<file path="config.mk">
export PLATFORM = sky130hd
export DESIGN_NAME = router_lane_out_stage
export DESIGN_NICKNAME = d
export VERILOG_FILES = /design/src/rtl/router_lane_out_stage_pkg.sv /design/src/rtl/router_lane_out_stage_fifo.sv /design/src/rtl/router_lane_out_stage.sv
export SDC_FILE = /design/constraint.sdc
export NUM_CORES = 2
export LEC_CHECK = 0
export ABC_CLOCK_PERIOD_IN_PS = 5000
export BUFFER_PORTS_ARGS = -buffer_cell sky130_fd_sc_hd__buf_4
export CORE_ASPECT_RATIO = 0.9
export CORE_MARGIN = 4
export CORE_UTILIZATION = 35
export CTS_CLUSTER_DIAMETER = 30
export DETAILED_ROUTE_END_ITERATION = 16
export SYNTH_ARGS = -nofsm -noshare
export SYNTH_HDL_FRONTEND = slang
export SYNTH_SLANG_ARGS = --single-unit
</file>
<file path="constraint.sdc">
create_clock -name clk -period 5 [get_ports clk]
set_input_delay 0.75 -clock clk [delete_from_list [all_inputs] [get_ports clk]]
set_output_delay 0.75 -clock clk [all_outputs]
set_load 0.005 [all_outputs]
</file>
<file path="src/rtl/router_lane_out_stage_pkg.sv">
// Shared NoC constants for the router output stage: flit format and VC id field.
package noc_params;

    localparam int FLIT_W = 64;  // flit width in bits
    localparam int VC_NUM = 2;   // virtual channels per link
    localparam int VC_LSB = 0;   // bit offset of the VC id inside a flit

    // Width of the VC id field; one bit minimum even for a single VC.
    function automatic int vc_width(input int n);
        return (n > 1) ? $clog2(n) : 1;
    endfunction

    localparam int VC_W = vc_width(VC_NUM);

endpackage

</file>
<file path="src/rtl/router_lane_out_stage_fifo.sv">
// Per-lane flit FIFO: storage, pointers, occupancy and the head flit.
// A push is accepted only against the registered count, so a same-cycle pop
// never makes room for a push into a full FIFO.
module lane_fifo #(
    parameter int FLIT_W = noc_params::FLIT_W,
    parameter int DEPTH  = 4
) (
    input  logic              clk,
    input  logic              rst,
    input  logic              i_valid,
    input  logic [FLIT_W-1:0] i_data,
    input  logic              i_pop,
    output logic [FLIT_W-1:0] o_head,
    output logic              o_ready,
    output logic              o_not_empty
);

    localparam int PW = $clog2(DEPTH);
    localparam int CW = PW + 1;

    logic [FLIT_W-1:0] r_mem [DEPTH];
    logic [PW-1:0]     r_wr_ptr;
    logic [PW-1:0]     r_rd_ptr;
    logic [CW-1:0]     r_count;
    logic              w_push;
    logic              w_pop;

    assign o_ready     = (r_count != CW'(DEPTH));
    assign o_not_empty = (r_count != '0);
    assign o_head      = r_mem[r_rd_ptr];
    assign w_push      = i_valid && o_ready;
    assign w_pop       = i_pop && o_not_empty;

    // Storage write; the pointers and count fully define which entries are valid.
    // NOTE: storage is deliberately not reset -- stale entries are never read, and
    // leaving the array out of reset lets it map onto plain RAM/flops without reset muxes.
    always_ff @(posedge clk) begin
        if (w_push) begin
            r_mem[r_wr_ptr] <= i_data;
        end
    end

    // Pointer and occupancy bookkeeping; pointers wrap naturally since DEPTH is a power of two.
    // NOTE: sequential state uses non-blocking assignments so every register samples
    // pre-edge values regardless of statement order.
    always_ff @(posedge clk or negedge rst) begin
        if (!rst) begin
            r_wr_ptr <= '0;
            r_rd_ptr <= '0;
            r_count  <= '0;
        end else begin
            if (w_push) r_wr_ptr <= r_wr_ptr + PW'(1);
            if (w_pop)  r_rd_ptr <= r_rd_ptr + PW'(1);
            case ({w_push, w_pop})
                2'b10:   r_count <= r_count + CW'(1);
                2'b01:   r_count <= r_count - CW'(1);
                default: r_count <= r_count;
            endcase
        end
    end

endmodule

</file>
<file path="src/rtl/router_lane_out_stage.sv">
// Router output stage: LANES independent lanes, each a FIFO whose head departs
// only when the downstream on/off bit for the head flit's VC (registered once) is set.
// Also keeps sticky overflow flags and saturating head-of-line stall counters.
module router_lane_out_stage
    import noc_params::*;
#(
    parameter int LANES  = 10,
    parameter int FLIT_W = noc_params::FLIT_W,
    parameter int VC_NUM = noc_params::VC_NUM,
    parameter int VC_LSB = noc_params::VC_LSB,
    parameter int DEPTH  = 4,
    parameter int CNT_W  = 16
) (
    input  logic                          clk,
    input  logic                          rst,
    input  logic [LANES-1:0][FLIT_W-1:0]  flit_i,
    input  logic [LANES-1:0]              valid_i,
    output logic [LANES-1:0]              ready_o,
    input  logic [LANES-1:0][VC_NUM-1:0]  on_off_i,
    output logic [LANES-1:0][FLIT_W-1:0]  data_o,
    output logic [LANES-1:0]              valid_o,
    output logic [LANES-1:0]              overflow_o,
    output logic [LANES-1:0][CNT_W-1:0]   stall_cnt_o
);

    localparam int VC_W = vc_width(VC_NUM);

    logic [LANES-1:0][VC_NUM-1:0] r_on_off_q;

    // One register stage on the downstream flow-control bits.
    always_ff @(posedge clk or negedge rst) begin
        if (!rst) r_on_off_q <= '0;
        else      r_on_off_q <= on_off_i;
    end

    for (genvar g = 0; g < LANES; g++) begin : g_lane
        logic [FLIT_W-1:0] w_head;
        logic [VC_W-1:0]   w_head_vc;
        logic              w_ready;
        logic              w_not_empty;
        logic              w_vc_on;
        logic              w_pop;
        logic [FLIT_W-1:0] r_data;
        logic              r_valid;
        logic              r_overflow;
        logic [CNT_W-1:0]  r_stall;

        lane_fifo #(
            .FLIT_W (FLIT_W),
            .DEPTH  (DEPTH)
        ) u_fifo (
            .clk         (clk),
            .rst         (rst),
            .i_valid     (valid_i[g]),
            .i_data      (flit_i[g]),
            .i_pop       (w_pop),
            .o_head      (w_head),
            .o_ready     (w_ready),
            .o_not_empty (w_not_empty)
        );

        assign w_head_vc = w_head[VC_LSB +: VC_W];

        // Head VC permission; an out-of-range VC id is treated as off so the flit stalls.
        // NOTE: every always_comb output gets a default first so no path can infer a latch.
        always_comb begin
            w_vc_on = 1'b0;
            if (int'(w_head_vc) < VC_NUM) w_vc_on = r_on_off_q[g][w_head_vc];
        end

        assign w_pop = w_not_empty && w_vc_on;

        // Link output register: data holds its last value when nothing departs.
        always_ff @(posedge clk or negedge rst) begin
            if (!rst) begin
                r_data  <= '0;
                r_valid <= 1'b0;
            end else begin
                r_valid <= w_pop;
                if (w_pop) r_data <= w_head;
            end
        end

        // Debug: sticky overflow on a push into a full FIFO, saturating head-blocked counter.
        always_ff @(posedge clk or negedge rst) begin
            if (!rst) begin
                r_overflow <= 1'b0;
                r_stall    <= '0;
            end else begin
                if (valid_i[g] && !w_ready) r_overflow <= 1'b1;
                if (w_not_empty && !w_vc_on && (r_stall != '1)) r_stall <= r_stall + CNT_W'(1);
            end
        end

        assign ready_o[g]     = w_ready;
        assign data_o[g]      = r_data;
        assign valid_o[g]     = r_valid;
        assign overflow_o[g]  = r_overflow;
        assign stall_cnt_o[g] = r_stall;
    end

endmodule

</file>
* After elaboration in Yosys (flattened, before gate mapping)
Memories as Yosys holds them, arrays and structs flattened. Index checks and enable logic that the tools add are counted.
Cells by class: add/subtract/negate cells 50, $lt $le $gt $ge 10, equal/unequal tests 40, muxes and demuxes 50, reduce and logical (&&, ||, !) cells 100
Operator list (count):
- $add A16 B1 Y16 const B | 10
- $ne A16 B16 Y1 const B | 10
- $logic_and A1 B1 Y1 | 60
- $pmux W3 S2 | 10
- $add A2 B1 Y2 const B | 20
- $mux W1 | 40
- $add A3 B1 Y3 const B | 10
- $ne A3 B3 Y1 const B | 10
- $reduce_bool A3 Y1 | 10
- $sub A3 B1 Y3 const B | 10
- $eq A2 B1 Y1 const B | 10
- $eq A2 B2 Y1 const B | 10
- $logic_not A1 Y1 | 20
- $lt A1 B2 Y1 const B | 10
- $reduce_bool A2 Y1 | 10
Word-level totals: bits in registers 910, memory bits (writable) 2560, bits of input ports 672, memories 10
Memories:
- g_lane[0].u_fifo.r_mem | words 4, width 64, read ports 1, clocked after memory_dff 0, wr ports 1, line router_lane_out_stage_fifo.sv:21 | logic [FLIT_W-1:0] r_mem [DEPTH];
- g_lane[1].u_fifo.r_mem | words 4, width 64, read ports 1, clocked after memory_dff 0, wr ports 1, line router_lane_out_stage_fifo.sv:21
- g_lane[2].u_fifo.r_mem | words 4, width 64, read ports 1, clocked after memory_dff 0, wr ports 1, line router_lane_out_stage_fifo.sv:21
- g_lane[3].u_fifo.r_mem | words 4, width 64, read ports 1, clocked after memory_dff 0, wr ports 1, line router_lane_out_stage_fifo.sv:21
- g_lane[4].u_fifo.r_mem | words 4, width 64, read ports 1, clocked after memory_dff 0, wr ports 1, line router_lane_out_stage_fifo.sv:21
- g_lane[5].u_fifo.r_mem | words 4, width 64, read ports 1, clocked after memory_dff 0, wr ports 1, line router_lane_out_stage_fifo.sv:21
- 4 more memories

* Longest topological paths before layout
An unclocked memory read counts as a cell.
depth after elaboration 7, gate-level depth with buffers 11

* Modules after synthesis
From an unflattened synthesis, not the netlist that was laid out.
Unflattened totals: cells, all modules 7077, area, all modules 129352.8 um2
By module, submodules not included:
- lane_fifo at g_lane[0].u_fifo ... | instances 5, cells an instance 371, area each 9666.8 um2
- lane_fifo at g_lane[2].u_fifo ... | instances 5, cells an instance 371, area each 9639.2 um2
- router_lane_out_stage | instances 1, cells an instance 3367, area each 32822.7 um2

* Least setup slack after synthesis
OpenSTA, ideal clock, no wires.
path type reg2reg, start reg g_lane[9].u_fifo.r_rd_ptr[0], end reg g_lane[9].u_fifo.r_count[2], setup time 0.079 ns, data arrival time 2.925 ns, data required time 4.921 ns, path slack 1.996 ns, cell stages (with the launch flop) 12, clock period less this slack 3.004 ns, cells stage by stage dfrtp_1 > mux4_2 > mux2i_1 > nor2_1 > buf_1 > buf_1 > ha_1 > inv_1 > fa_1 > xor2_1 > nor2_1 > xor2_1
On the way: longest elaborated chain between the ends 7, elaborated cells between the ends (all ways) 9, classes of those cells 2 x eq/ne; 3 x mux; 3 x reduce/logical; 1 x memory
Ends and longest elaborated chain:
- start: declaration | line router_lane_out_stage_fifo.sv:23 | logic [PW-1:0] r_rd_ptr;
- start signal: assignment | line router_lane_out_stage_fifo.sv:53 | if (w_pop) r_rd_ptr <= r_rd_ptr + PW'(1);
- $mem_v2 Z4 W64 *
- $mux W1 (implied by the code) * (2 in series) | line router_lane_out_stage.sv:68 | if (int'(w_head_vc) < VC_NUM) w_vc_on = r_on_off_q[g][w_head_vc];
- $logic_and A1 B1 Y1 * | line router_lane_out_stage.sv:71 | assign w_pop = w_not_empty && w_vc_on;
- net g_lane[9].u_fifo.i_pop | line router_lane_out_stage_fifo.sv:12 | input logic i_pop,
- $logic_and A1 B1 Y1 * | line router_lane_out_stage_fifo.sv:32 | assign w_pop = i_pop && o_not_empty;
- $eq A2 B1 Y1 or $eq A2 B2 Y1 (tied branches) | line router_lane_out_stage_fifo.sv:54 | case ({w_push, w_pop})
- $pmux W3 S2 or $reduce_bool A2 Y1 (tied branches)
- end signal: assignment | line router_lane_out_stage_fifo.sv:55 | 2'b10: r_count <= r_count + CW'(1);
- end signal: assignment | line router_lane_out_stage_fifo.sv:56 | 2'b01: r_count <= r_count - CW'(1);
- end signal: assignment | line router_lane_out_stage_fifo.sv:57 | default: r_count <= r_count;
- end: declaration | line router_lane_out_stage_fifo.sv:24 | logic [CW-1:0] r_count;
The timed path passes the listed nets; every way through them passes the cells marked *. The select of a mux whose other input is x is not followed. A chain may end at the register's enable or synchronous reset.

* Final worst setup path
start reg g_lane[3].u_fifo.r_rd_ptr[0], end reg g_lane[3].r_data[3]
On the way: longest elaborated chain between the ends 4
Ends and longest elaborated chain:
- start: declaration | line router_lane_out_stage_fifo.sv:23
- start signal: assignment | line router_lane_out_stage_fifo.sv:53
- $mem_v2 Z4 W64 *
- $mux W1 (implied by the code) (2 in series) | line router_lane_out_stage.sv:68
- $logic_and A1 B1 Y1 | line router_lane_out_stage.sv:71
- end signal: assignment | line router_lane_out_stage.sv:80 | if (w_pop) r_data <= w_head;
- end: declaration | line router_lane_out_stage.sv:43 | logic [FLIT_W-1:0] r_data;
Mark *: on every way between the ends. The rest lies on a longest branch, timed or not. The select of a mux whose other input is x is not followed.

==> run metrics <==
most common cell after layout, fill and taps aside edfxtp_1; critical path class flop to flop; Die Ht 582 um; critical path fanouts, max 52; die area 376,000 um2; Clk Latency, worst-skew pair between 1 and 1.5 ns; worst vdd ir 0.000482 V; GP Congestion roughly 0.84; highest metal used met5; Synth Flop Type edfxtp_1; met1 WL 129,000 um; syn_area_per_cell 22.0 um2; via count 67,900; initial core utilization 35.2%; cts hold-fix bufs 671; I/O pin count 1,502; CTS Root Cell clkbuf_16; global-route wire length before repair 504,000 um; fin util 48.1%; vias per std cell 4.84; max-cap violations 0; min-delay worst type input port to asynchronous set/reset pin; worst clock skew 0.0623 ns; period utilization 68.0%; layout cell share with drive strength beyond 1 roughly 45%; clk slew on worst S/H paths 0.05 ns; WHS between 0.3 and 0.4 ns; Crit. End Element flop; Post-CTS Resized 0; CP Launch Type flop; most frequent cells in the layout 2,560 x edfxtp_1, 1,609 x buf_4, 890 x dfrtp_1; largest cells by area after synthesis edfxtp_1 60%, dfrtp_1 18%, mux4_2 11%; initial antenna violation count 116; pwr/cell area around 670 nW/um2; Total GRT Usage 17.9%; vias in the first global route 73,300; wire per inst 24.6 um; final cell count without fillers 14,000; Yosys cell types 47; status finished clean; CTS buffer count 643; number of flops mapped to enable cells by yosys 2,560; Post-synth ARST share 26.2%; # Post-CTS Setup Buffers 0; Tightest Pin Transition approximately 1.1 ns; crit path DAT 4.27 ns; CP Data Required Time 5.87 ns; DRT Wirelength 345,000 um; final setup vio count 0; Core Area 364,000 um2; highest achievable clock rate 294 MHz; top-area cell type share of the netlist area 59.9%; 1st-iter DRT viols 4,280; WL met3 roughly 26,000 um; Static Leak 0.0649 uW; setup_tns 0 ns; cell area after synthesis ~130,000 um2; total number of yosys warnings 0; largest net degree at the start of global routing 99; Final min period 3.40 ns; Rel. slew slack ~26%; Yosys top cell by area edfxtp_1; port bufs 1,501; DRT Pass-1 Iters 7; Residual DRC 0; HPWL Detailed 226,000 um; Congestion Overflow GR 0; RSZ-0062 raised after global routing false; area delta synth->final 36.7%; Seq cells post-synth 3,470; Slew Limit Fails 0; final hold vios 0; clk sink count 3,470; post-route ant nets 0; CTS tree yes; cells after synthesis 5,837; Mapped Nets 6,579; Seq/Total Area, Yosys 77.7%; DP Cell Count 12,100; H-Tree Depth 6; met2 wire length 173,000 um; Die X 646 um; CTS Buffer Depth 4; final-stage net count roughly 9,000; FP Rows 210
==> report_power, final <==
part | internal (uW) | switching, uW | leakage [uW]
combinational | 15200 | 14200 | 0.0198
clock | 28900 | 15400 | 0.0109
sequential | 39300 | 3950 | 0.0343
==> registers in the layout, summed over array words and instances (netlist names) <==
register,cells
g_lane.u_fifo.r_rd_ptr,20
g_lane.r_stall,160
g_lane.r_data,640
g_lane.r_overflow,10
g_lane.u_fifo.r_mem,2560
g_lane.u_fifo.r_count,30
r_on_off_q,20
g_lane.r_valid,10
g_lane.u_fifo.r_wr_ptr,20
==> cell type report <==
class / instances / area (um2)
fill: 30000 / 189000
sequential: 3470 / 99700
inverter: 52 / 195
tap: 4876 / 6100
timing repair buffer: 2288 / 19000
clock inverter: 433 / 5740
antenna: 64 / 160
multi-input combinational: 2066 / 27500
clock buffer: 776 / 17000
==> worst max-delay path, stage by stage (launching register included) <==
cell,delay (ns)
dfrtp_4,0.70
mux4_2,0.59
mux2_2,0.32
and2_2,0.44
buf_4,0.75
mux2_2,0.43
==> path summary, 6_finish.rpt <==
path	from	to	slack [ns]	cells after the start
hold / removal	rst	g_lane[4].r_data[15]	0.36	2
setup reg to reg	g_lane[3].u_fifo.r_rd_ptr[0]	g_lane[3].r_data[3]	1.60	5
max in group asynchronous	rst	g_lane[2].u_fifo.r_rd_ptr[0]	3.19	3
hold reg to reg	g_lane[0].r_overflow	g_lane[0].r_overflow	0.47	1
setup / recovery	g_lane[3].u_fifo.r_rd_ptr[0]	g_lane[3].r_data[3]	1.60	5
min in group clk	on_off_i[3]	r_on_off_q[3]	0.40	2
==> logic make-up (layout without fill, tap and decap cells) <==
| family | Yosys count | in the layout | synth area share (%) |
|---|---|---|---|
| adder cells (fa/ha/maj) | 70 | 70 | 0.741 |
| buffers and inverters | 301 | 3549 | 1.00 |
| AND/OR/NAND/NOR | 437 | 437 | 1.76 |
| multiplexers | 1322 | 1322 | 17.2 |
| AO/OA/AOI/OAI | 33 | 33 | 0.201 |
| flip-flops | 3470 | 3470 | 77.7 |
| other | 0 | 64 | 0 |
| XOR/XNOR | 204 | 204 | 1.39 |
==> cell usage after synthesis (all sizes together) (11+ instances only) <==
library cell,number
and3,56
buf,127
clkbuf,122
dfrtp,910
edfxtp,2560
ha,60
inv,52
mux2,671
mux2i,11
mux4,640
nand2,104
nand3,49
nand4,65
nor2,73
nor3,34
nor4,15
xnor2,133
xor2,71
==> through the flow <==
step | total power (uW) | worst slack (ns) | area (um2)
floorplan | 59600 | 2.00 | 128000
global placement | 72400 | 1.58 | 146000
detailed placement | 73300 | 1.48 | 146000
CTS | 119000 | 1.45 | 175000
global route | 122000 | 1.46 | 175000
finish | 117000 | 1.60 | 175000
==> routing by layer <==
metal,vias to the layer above,GRT usage [%]
met5,-,0
met4,30,8.44
met3,765,5.37
met2,2258,30.1
met1,35700,21.0
li1,29200,-
Power figures use the tool's default switching activity.
